[config.mk]
export PLATFORM = sky130hd
export DESIGN_NAME = keypad_scanner
export DESIGN_NICKNAME = d
export VERILOG_FILES = /design/src/rtl/keypad_scanner.sv
export SDC_FILE = /design/constraint.sdc
export NUM_CORES = 1
export LEC_CHECK = 0
export CORE_ASPECT_RATIO = 1.25
export CORE_MARGIN = 2
export CORE_UTILIZATION = 39
export DETAILED_ROUTE_END_ITERATION = 7
export PLACE_DENSITY_LB_ADDON = 0.15
export SYNTH_ARGS = -nofsm -noshare
export SYNTH_HDL_FRONTEND = slang
export SYNTH_SLANG_ARGS = --single-unit
export TNS_END_PERCENT = 20
[constraint.sdc]
create_clock -name clk -period 3 [get_ports clk]
set_clock_uncertainty 0.15 [all_clocks]
set_input_delay 0.3 -clock clk [delete_from_list [all_inputs] [get_ports clk]]
set_output_delay 0.3 -clock clk [all_outputs]
set_load 0.01 [all_outputs]
[src/rtl/keypad_scanner.sv]
// 4x4 keypad scan controller: one-hot row drive, synchronised column sampling,
// press/release debounce and registered key events. Define AUTOREPEAT_EN for held-key repeat.
module keypad_scanner #(
  parameter int SCAN_DIV      = 1000,
  parameter int DEBOUNCE_CNT  = 8,
  parameter int REPEAT_DELAY  = 64,
  parameter int REPEAT_PERIOD = 16
) (
  input  logic       clk,
  input  logic       rst_n,
  input  logic [3:0] col_in,
  output logic [3:0] row_out,
  output logic [3:0] dec_row,
  output logic [3:0] dec_col,
  input  logic [3:0] dec_value,
  input  logic       dec_valid_in,
  input  logic       dec_valid_dig,
  input  logic       dec_valid_lr,
  output logic       key_strobe,
  output logic [3:0] key_value,
  output logic       key_in,
  output logic       key_dig,
  output logic       key_lr,
  output logic       key_held
);
  localparam int DW = $clog2(SCAN_DIV + 1);
  localparam int BW = $clog2(DEBOUNCE_CNT + 1);

  if (SCAN_DIV < 2 || DEBOUNCE_CNT < 2 || REPEAT_DELAY < 1 || REPEAT_PERIOD < 1) begin : g_param_check
    $error("keypad_scanner: parameter out of range");
  end

  typedef enum logic [1:0] {SCAN = 2'd0, DEBOUNCE = 2'd1, PRESSED = 2'd2, RELEASE = 2'd3} state_t;

  state_t      r_state, w_state_nxt;
  logic [3:0]  r_sync1, r_sync2;
  logic [DW-1:0] r_dwell;
  logic [BW-1:0] r_cnt, w_cnt_nxt, w_cnt_inc;
  logic [3:0]  r_row, w_row_nxt, w_row_rot;
  logic [3:0]  r_col, w_col_nxt;
  logic        r_strobe, w_strobe_nxt;
  logic        r_held, w_held_nxt;
  logic        w_load, w_sample, w_onehot;
  logic [3:0]  r_key_value;
  logic        r_key_in, r_key_dig, r_key_lr;

`ifdef AUTOREPEAT_EN
  localparam int RW = $clog2(((REPEAT_DELAY > REPEAT_PERIOD) ? REPEAT_DELAY : REPEAT_PERIOD) + 1);
  logic [RW-1:0] r_rep, w_rep_nxt, w_rep_inc;
  logic          r_armed, w_armed_nxt;
`endif

  assign w_sample  = (r_dwell == DW'(SCAN_DIV - 1));
  assign w_onehot  = (r_sync2 != 4'b0000) && ((r_sync2 & (r_sync2 - 4'd1)) == 4'b0000);
  assign w_cnt_inc = r_cnt + BW'(1);
  assign w_row_rot = {r_row[2:0], r_row[3]};

  // Column synchroniser and row dwell timer
  always_ff @(posedge clk or negedge rst_n) begin
    if (!rst_n) begin
      r_sync1 <= 4'b0000;
      r_sync2 <= 4'b0000;
      r_dwell <= '0;
    end else begin
      r_sync1 <= col_in;
      r_sync2 <= r_sync1;
      r_dwell <= w_sample ? '0 : r_dwell + DW'(1);
    end
  end

  // Scan FSM state and registered key outputs
  always_ff @(posedge clk or negedge rst_n) begin
    if (!rst_n) begin
      r_state     <= SCAN;
      r_cnt       <= '0;
      r_row       <= 4'b0001;
      r_col       <= 4'b0000;
      r_strobe    <= 1'b0;
      r_held      <= 1'b0;
      r_key_value <= 4'd0;
      r_key_in    <= 1'b0;
      r_key_dig   <= 1'b0;
      r_key_lr    <= 1'b0;
`ifdef AUTOREPEAT_EN
      r_rep       <= '0;
      r_armed     <= 1'b0;
`endif
    end else begin
      r_state  <= w_state_nxt;
      r_cnt    <= w_cnt_nxt;
      r_row    <= w_row_nxt;
      r_col    <= w_col_nxt;
      r_strobe <= w_strobe_nxt;
      r_held   <= w_held_nxt;
      if (w_load) begin
        r_key_value <= dec_value;
        r_key_in    <= dec_valid_in;
        r_key_dig   <= dec_valid_dig;
        r_key_lr    <= dec_valid_lr;
      end
`ifdef AUTOREPEAT_EN
      r_rep   <= w_rep_nxt;
      r_armed <= w_armed_nxt;
`endif
    end
  end

  // Next-state and next-output decode; everything advances only on a sample cycle
  always_comb begin
    w_state_nxt  = r_state;
    w_cnt_nxt    = r_cnt;
    w_row_nxt    = r_row;
    w_col_nxt    = r_col;
    w_strobe_nxt = 1'b0;
    w_held_nxt   = r_held;
    w_load       = 1'b0;
`ifdef AUTOREPEAT_EN
    w_rep_nxt    = r_rep;
    w_armed_nxt  = r_armed;
    w_rep_inc    = r_rep + RW'(1);
`endif
    if (w_sample) begin
      case (r_state)
        SCAN: begin
          if (w_onehot) begin
            w_col_nxt   = r_sync2;
            w_cnt_nxt   = BW'(1);
            w_state_nxt = DEBOUNCE;
          end else begin
            w_row_nxt   = w_row_rot;
          end
        end
        DEBOUNCE: begin
          if (r_sync2 != r_col) begin
            w_col_nxt   = 4'b0000;
            w_row_nxt   = w_row_rot;
            w_cnt_nxt   = '0;
            w_state_nxt = SCAN;
          end else if (w_cnt_inc == BW'(DEBOUNCE_CNT)) begin
            w_cnt_nxt    = '0;
            w_state_nxt  = PRESSED;
            w_load       = 1'b1;
            w_strobe_nxt = 1'b1;
            w_held_nxt   = 1'b1;
          end else begin
            w_cnt_nxt    = w_cnt_inc;
          end
        end
        PRESSED: begin
          if (r_sync2 == 4'b0000) begin
            w_cnt_nxt   = BW'(1);
            w_state_nxt = RELEASE;
`ifdef AUTOREPEAT_EN
            w_rep_nxt   = '0;
            w_armed_nxt = 1'b0;
`endif
          end else begin
`ifdef AUTOREPEAT_EN
            // Repeat timer counts held samples only; non-input keys (L/R) restart it silently
            if ((!r_armed && w_rep_inc == RW'(REPEAT_DELAY)) ||
                (r_armed && w_rep_inc == RW'(REPEAT_PERIOD))) begin
              w_rep_nxt    = '0;
              w_armed_nxt  = 1'b1;
              w_load       = dec_valid_in;
              w_strobe_nxt = dec_valid_in;
            end else begin
              w_rep_nxt    = w_rep_inc;
            end
`else
            w_state_nxt = PRESSED;
`endif
          end
        end
        RELEASE: begin
          if (r_sync2 != 4'b0000) begin
            w_cnt_nxt   = '0;
            w_state_nxt = PRESSED;
          end else if (w_cnt_inc == BW'(DEBOUNCE_CNT)) begin
            w_cnt_nxt   = '0;
            w_held_nxt  = 1'b0;
            w_col_nxt   = 4'b0000;
            w_row_nxt   = w_row_rot;
            w_state_nxt = SCAN;
          end else begin
            w_cnt_nxt   = w_cnt_inc;
          end
        end
        default: begin
          w_state_nxt = SCAN;
          w_cnt_nxt   = '0;
          w_col_nxt   = 4'b0000;
          w_row_nxt   = 4'b0001;
          w_held_nxt  = 1'b0;
        end
      endcase
    end else begin
      w_state_nxt = r_state;
    end
  end

  assign row_out    = r_row;
  assign dec_row    = r_row;
  assign dec_col    = r_col;
  assign key_strobe = r_strobe;
  assign key_value  = r_key_value;
  assign key_in     = r_key_in;
  assign key_dig    = r_key_dig;
  assign key_lr     = r_key_lr;
  assign key_held   = r_held;
endmodule
-- After elaboration in Yosys (flattened, before gate mapping)
Cells that the tools add are included.
- register bits after elaboration: 41
- input port bits: 13
- output and inout bits: 21
- logic and storage cells: 78
- add/sub/neg operators: 3
- equal/unequal tests: 16
- multiplexer cells: 33
- bitwise operators: 1
- reductions and logical operators: 12
- operators by type and width (kind ; count):
    $mux W4 ; 13
    $pmux W4 S3 ; 2
    $reduce_and A6 Y1 ; 3
    $ne A2 B2 Y1 const B ; 8
    $pmux W4 S4 ; 1
    $add A10 B1 Y10 const B ; 1
    $eq A10 B10 Y1 const B ; 1
    $mux W10 ; 1
    $mux W2 ; 5
    $mux W1 ; 9
    $logic_not A4 Y1 ; 2
    $pmux W2 S4 ; 1
    $ne A3 B3 Y1 const B ; 2
    $add A4 B1 Y4 const B ; 1
    $and A4 B4 Y4 ; 1
    $eq A2 B2 Y1 const B ; 2
    $eq A4 B4 Y1 const B ; 1
    $ne A4 B4 Y1 ; 1
    $reduce_and A4 Y1 ; 1
    $reduce_bool A4 Y1 ; 1
    $sub A4 B1 Y4 const B ; 1
    $reduce_and A3 Y1 ; 1
    $reduce_bool A3 Y1 ; 1
    $eq A2 B1 Y1 const B ; 1
    4 further kinds ; 4

-- Longest topological paths before layout
- word-level depth: 6
- depth in mapped cells: 7

-- Worst setup path before layout
Ideal clock, no wire load.
- path kind: reg2reg
- start: register r_cnt[0]
- end: register r_key_dig, in the netlist key_dig
- setup time: 0.125 ns
- arrival: 1.879 ns
- data required time: 2.725 ns
- slack: 0.846 ns
- stages on the path, launching flop included: 7
- buffers on the path: 0
- period minus slack after synthesis: 2.154 ns
- cells stage by stage: dfrtp_1 ha_1 nand2b_1 nor3b_1 a41oi_1 nor3_4 mux2_2
- cells in the longest elaborated chain, start to end: 6
- ends and longest elaborated chain (element ; RTL line ; source):
    from (decl) ; 38 ; logic [BW-1:0] r_cnt, w_cnt_nxt, w_cnt_inc;
    from (signal assigned) ; 90 ; r_cnt <= w_cnt_nxt;
    $add A4 B1 Y4 ; 55 ; assign w_cnt_inc = r_cnt + BW'(1);
    $eq A4 B4 Y1 ; 139 ; end else if (w_cnt_inc == BW'(DEBOUNCE_CNT)) begin
    $mux W1 ; 139 ;
    $mux W1 ; 134 ; if (r_sync2 != r_col) begin
    $mux W1 ; 123 ; case (r_state)
    $mux W1 ; 122 ; if (w_sample) begin
    to (signal assigned) ; 98 ; r_key_dig <= dec_valid_dig;
    to (decl) ; 45 ; logic r_key_in, r_key_dig, r_key_lr;
Every way passes these cells.
A chain may end at the register's enable or synchronous reset.

-- Final worst setup path
- start: register r_cnt[0]
- end: register r_key_value[2], in the netlist key_value[2]
- cells in the longest elaborated chain, start to end: 6
- ends and longest elaborated chain (element ; RTL line ; source):
    $add A4 B1 Y4 ; 55 ;
    $eq A4 B4 Y1 ; 139 ;
    $mux W1 ; 139 ;
    $mux W1 ; 134 ;
    $mux W1 ; 123 ;
    $mux W1 ; 122 ;
    to (signal assigned) ; 96 ; r_key_value <= dec_value;
    to (decl) ; 44 ; logic [3:0] r_key_value;
Every way passes these cells.

==> summary.txt <==
Worst Setup SP: r_cnt[0]
Hold Fails Final Rpt: 22
Crit path largest cell delay: 0.42 ns
Register area share after synthesis: 51.8%
# diodes: 0
Arr. time, crit path: 2.41 ns
Non-filler cells, final: 260
Number of max-cap violations: 0
Via-per-instance ratio: 5.36
Post-synth cell types: 48
Pwr Total: 948 uW
Synth area leaders: dfrtp_1 (51%), mux2_2 (9.7%), xor2_1 (3.5%)
RSZ-0062 raised after global routing: false
Cell Area, Synth: 1980 um^2
Vias in the first global route: 1408
Total wire length: 3820 um
Setup violators final: 0
Row count: 29
Startpoint types: flop
Accumulated negative setup slack: 0 ns
First-pass GRT wire length: 6600 um
Routed len/inst: 14.7 um
Critical path peak fanout: 8
Reg2reg setup slack: 0.61 ns
Max frequency: 0.418 GHz
Outcome: finished with violations
Placer Congestion: 0.751
DRC Markers: 0
Clk Latency, worst-skew pair: 0.29 ns
Yosys reg bits: 41
CTS buffer count: 5
Worst r2r path cells: 6
FF-to-FF End: key_value[2]
CTS tree: done
Buf/Inv on CP: 0
Yosys warnings: 0
Antenna violations before repair: 0
Initial core utilization: 39.9%
# port buffers: 33
Die W: 67.8 um
Hold Path Class: primary input to asynchronous set/reset pin
Post-layout util: 48.5%
Required time worst endpoint: 3.02 ns
Synth area leader: dfrtp_1
LEAKAGE: 1.04 nW
First-pass DRT Iterations: 4
P&R area growth vs syn: 21.7%
Syn nets: 181
Clock-pin slew on the worst setup and hold paths: 0.07 ns
Commonest non-fill, non-tap cell in the layout: dfrtp_1
R2r startpoint: r_cnt[0]
Via count: 1394
Pwr dens: 393 nW/um^2
Failing checks: hold timing
Post-CTS setup buffer count: 0
Final worst-path cycle share: 79.7%
Cells after Synth: 165
Hold-fix buffers, CTS: 0
Worst slew pin tran: 0.900 ns
CP Cell Sequence: ha_1, nand2b_1, nor3b_1, a41oi_1, nor3_4, mux2_2
Number of cells upsized or downsized after cts: 0
Layout cells sized above 1: 19.7%
Final ANT Viol Nets: 0
DP Wirelength: 2830 um
Clock Root Buffer: clkbuf_8
Clock Sinks: 41
Drt first-iter violations: 63
Largest delay contributor family on the critical path: simple AND/OR/NAND/NOR gates
CTS H-tree lvls: 2
Slew HR: 40.0%
Synth Area per Inst: 12.0 um^2
# nets final: 213
Clock period minus worst slack: 2.39 ns
Post-placement cell area: 2330 um^2
CP endpoint kind: flop
Placed cells: 252
Total GRT Usage: 15.4%
Largest net degree at the start of global routing: 42
CP max stage cell: dfrtp_1
Die Height: 83.7 um
Total core area: 4970 um^2
Overflow after GRT: 0
Max IR drop VDD: 268 uV
Fill count: 436
Commonest non-fill, non-tap cells in the layout: dfrtp_1 (40), clkdlybuf4s50_1 (32), mux2_2 (17)
Worst hold slack: -0.0104 ns
Kind of critical path: flop to flop
Design Area, Final: 2410 um^2
Final Max Slew Viols: 0
Io pins: 34
Share of the synthesized area in the top cell type: 50.5%
Clock Tree Buf Depth: 2
Die area: 5670 um^2
[registers in the layout, indices dropped and copies added, names as in the netlist]
signal and count:
key_lr 1, key_in 1, key_held 1, r_state 2, r_dwell 10, r_sync1 4
dec_col 4, key_strobe 1, r_cnt 4, r_sync2 4, key_value 4, dec_row 4
key_dig 1
[worst max-delay path by stage]
stage / slack (ns) / cells past startpoint / endpoint
after global routing: 0.41 / 6 / key_value[1]
final: 0.61 / 6 / key_value[2]
after CTS: 0.61 / 6 / key_value[1]
after floorplan: 0.85 / 6 / key_dig
after global placement: 0.71 / 6 / key_value[1]
after detailed placement: 0.63 / 6 / key_value[1]
[kinds of logic after synthesis]
family	Yosys count	share of synthesized area (%)
xor+xnor	12	5.30
buf+inv	9	3.16
compound gates	29	11.0
simple gates	54	17.1
mux	17	9.66
fa+ha+maj	3	1.89
flops	41	51.8
[metrics by stage]
| stage | hold WS, ns | setup slack [ns] |
|---|---|---|
| 6_report | -0.0104 | 0.609 |
| 5_1_grt | 0.0599 | 0.415 |
| 4_1_cts | 0.0180 | 0.609 |
| 3_5_place_dp | 0.186 | 0.626 |
| 3_3_place_gp | 0.183 | 0.712 |
| 2_1_floorplan | -0.146 | 0.846 |
[power breakdown]
group | switching [mW] | internal [mW] | total, mW
registers | 0.00678 | 0.558 | 0.565
clock network | 0.178 | 0.166 | 0.344
logic | 0.0188 | 0.0202 | 0.0390
total | 0.204 | 0.744 | 0.948
[synth_stat cells (all sizes together)]
cell type    count
nand2            5
ha               3
a22o             1
nor2            12
dfstp            1
nand2b           3
nor4             1
and2             5
nor3             4
a2111oi          1
xnor2            4
nor3b            1
mux2            17
o21a             1
nand3b           1
xor2             8
nor2b            2
nor4b            1
a41oi            1
o211ai           1
nand3            7
o21ai            4
dlygate4sd1      1
inv              1
a211o            1
o2111ai          2
o31ai            1
a311oi           1
nand4            3
nor4bb           1
and4             2
a41o             2
dfrtp           40
o311ai           1
buf              7
or3              1
a21o             2
o41ai            1
a31oi            3
a21oi            6
and2b            5
[final cells by class]
cell class                 count  area (um^2)  area share, %
timing repair buffer          33          325           13.5
multi-input combinational    115          892           37.0
inverter                       1         3.75          0.156
sequential                    41         1030           42.6
tap                           62         77.6           3.22
clock buffer                   7         76.3           3.17
clock inverter                 1         8.76          0.363
[per-layer routing]
layer  track usage, %  share of wire (%)
met1             17.9                 40
met2             26.4                 56
met3             4.45                3.0
met4             5.38               0.73
met5                0                  0
Power figures use the tool's default switching activity.
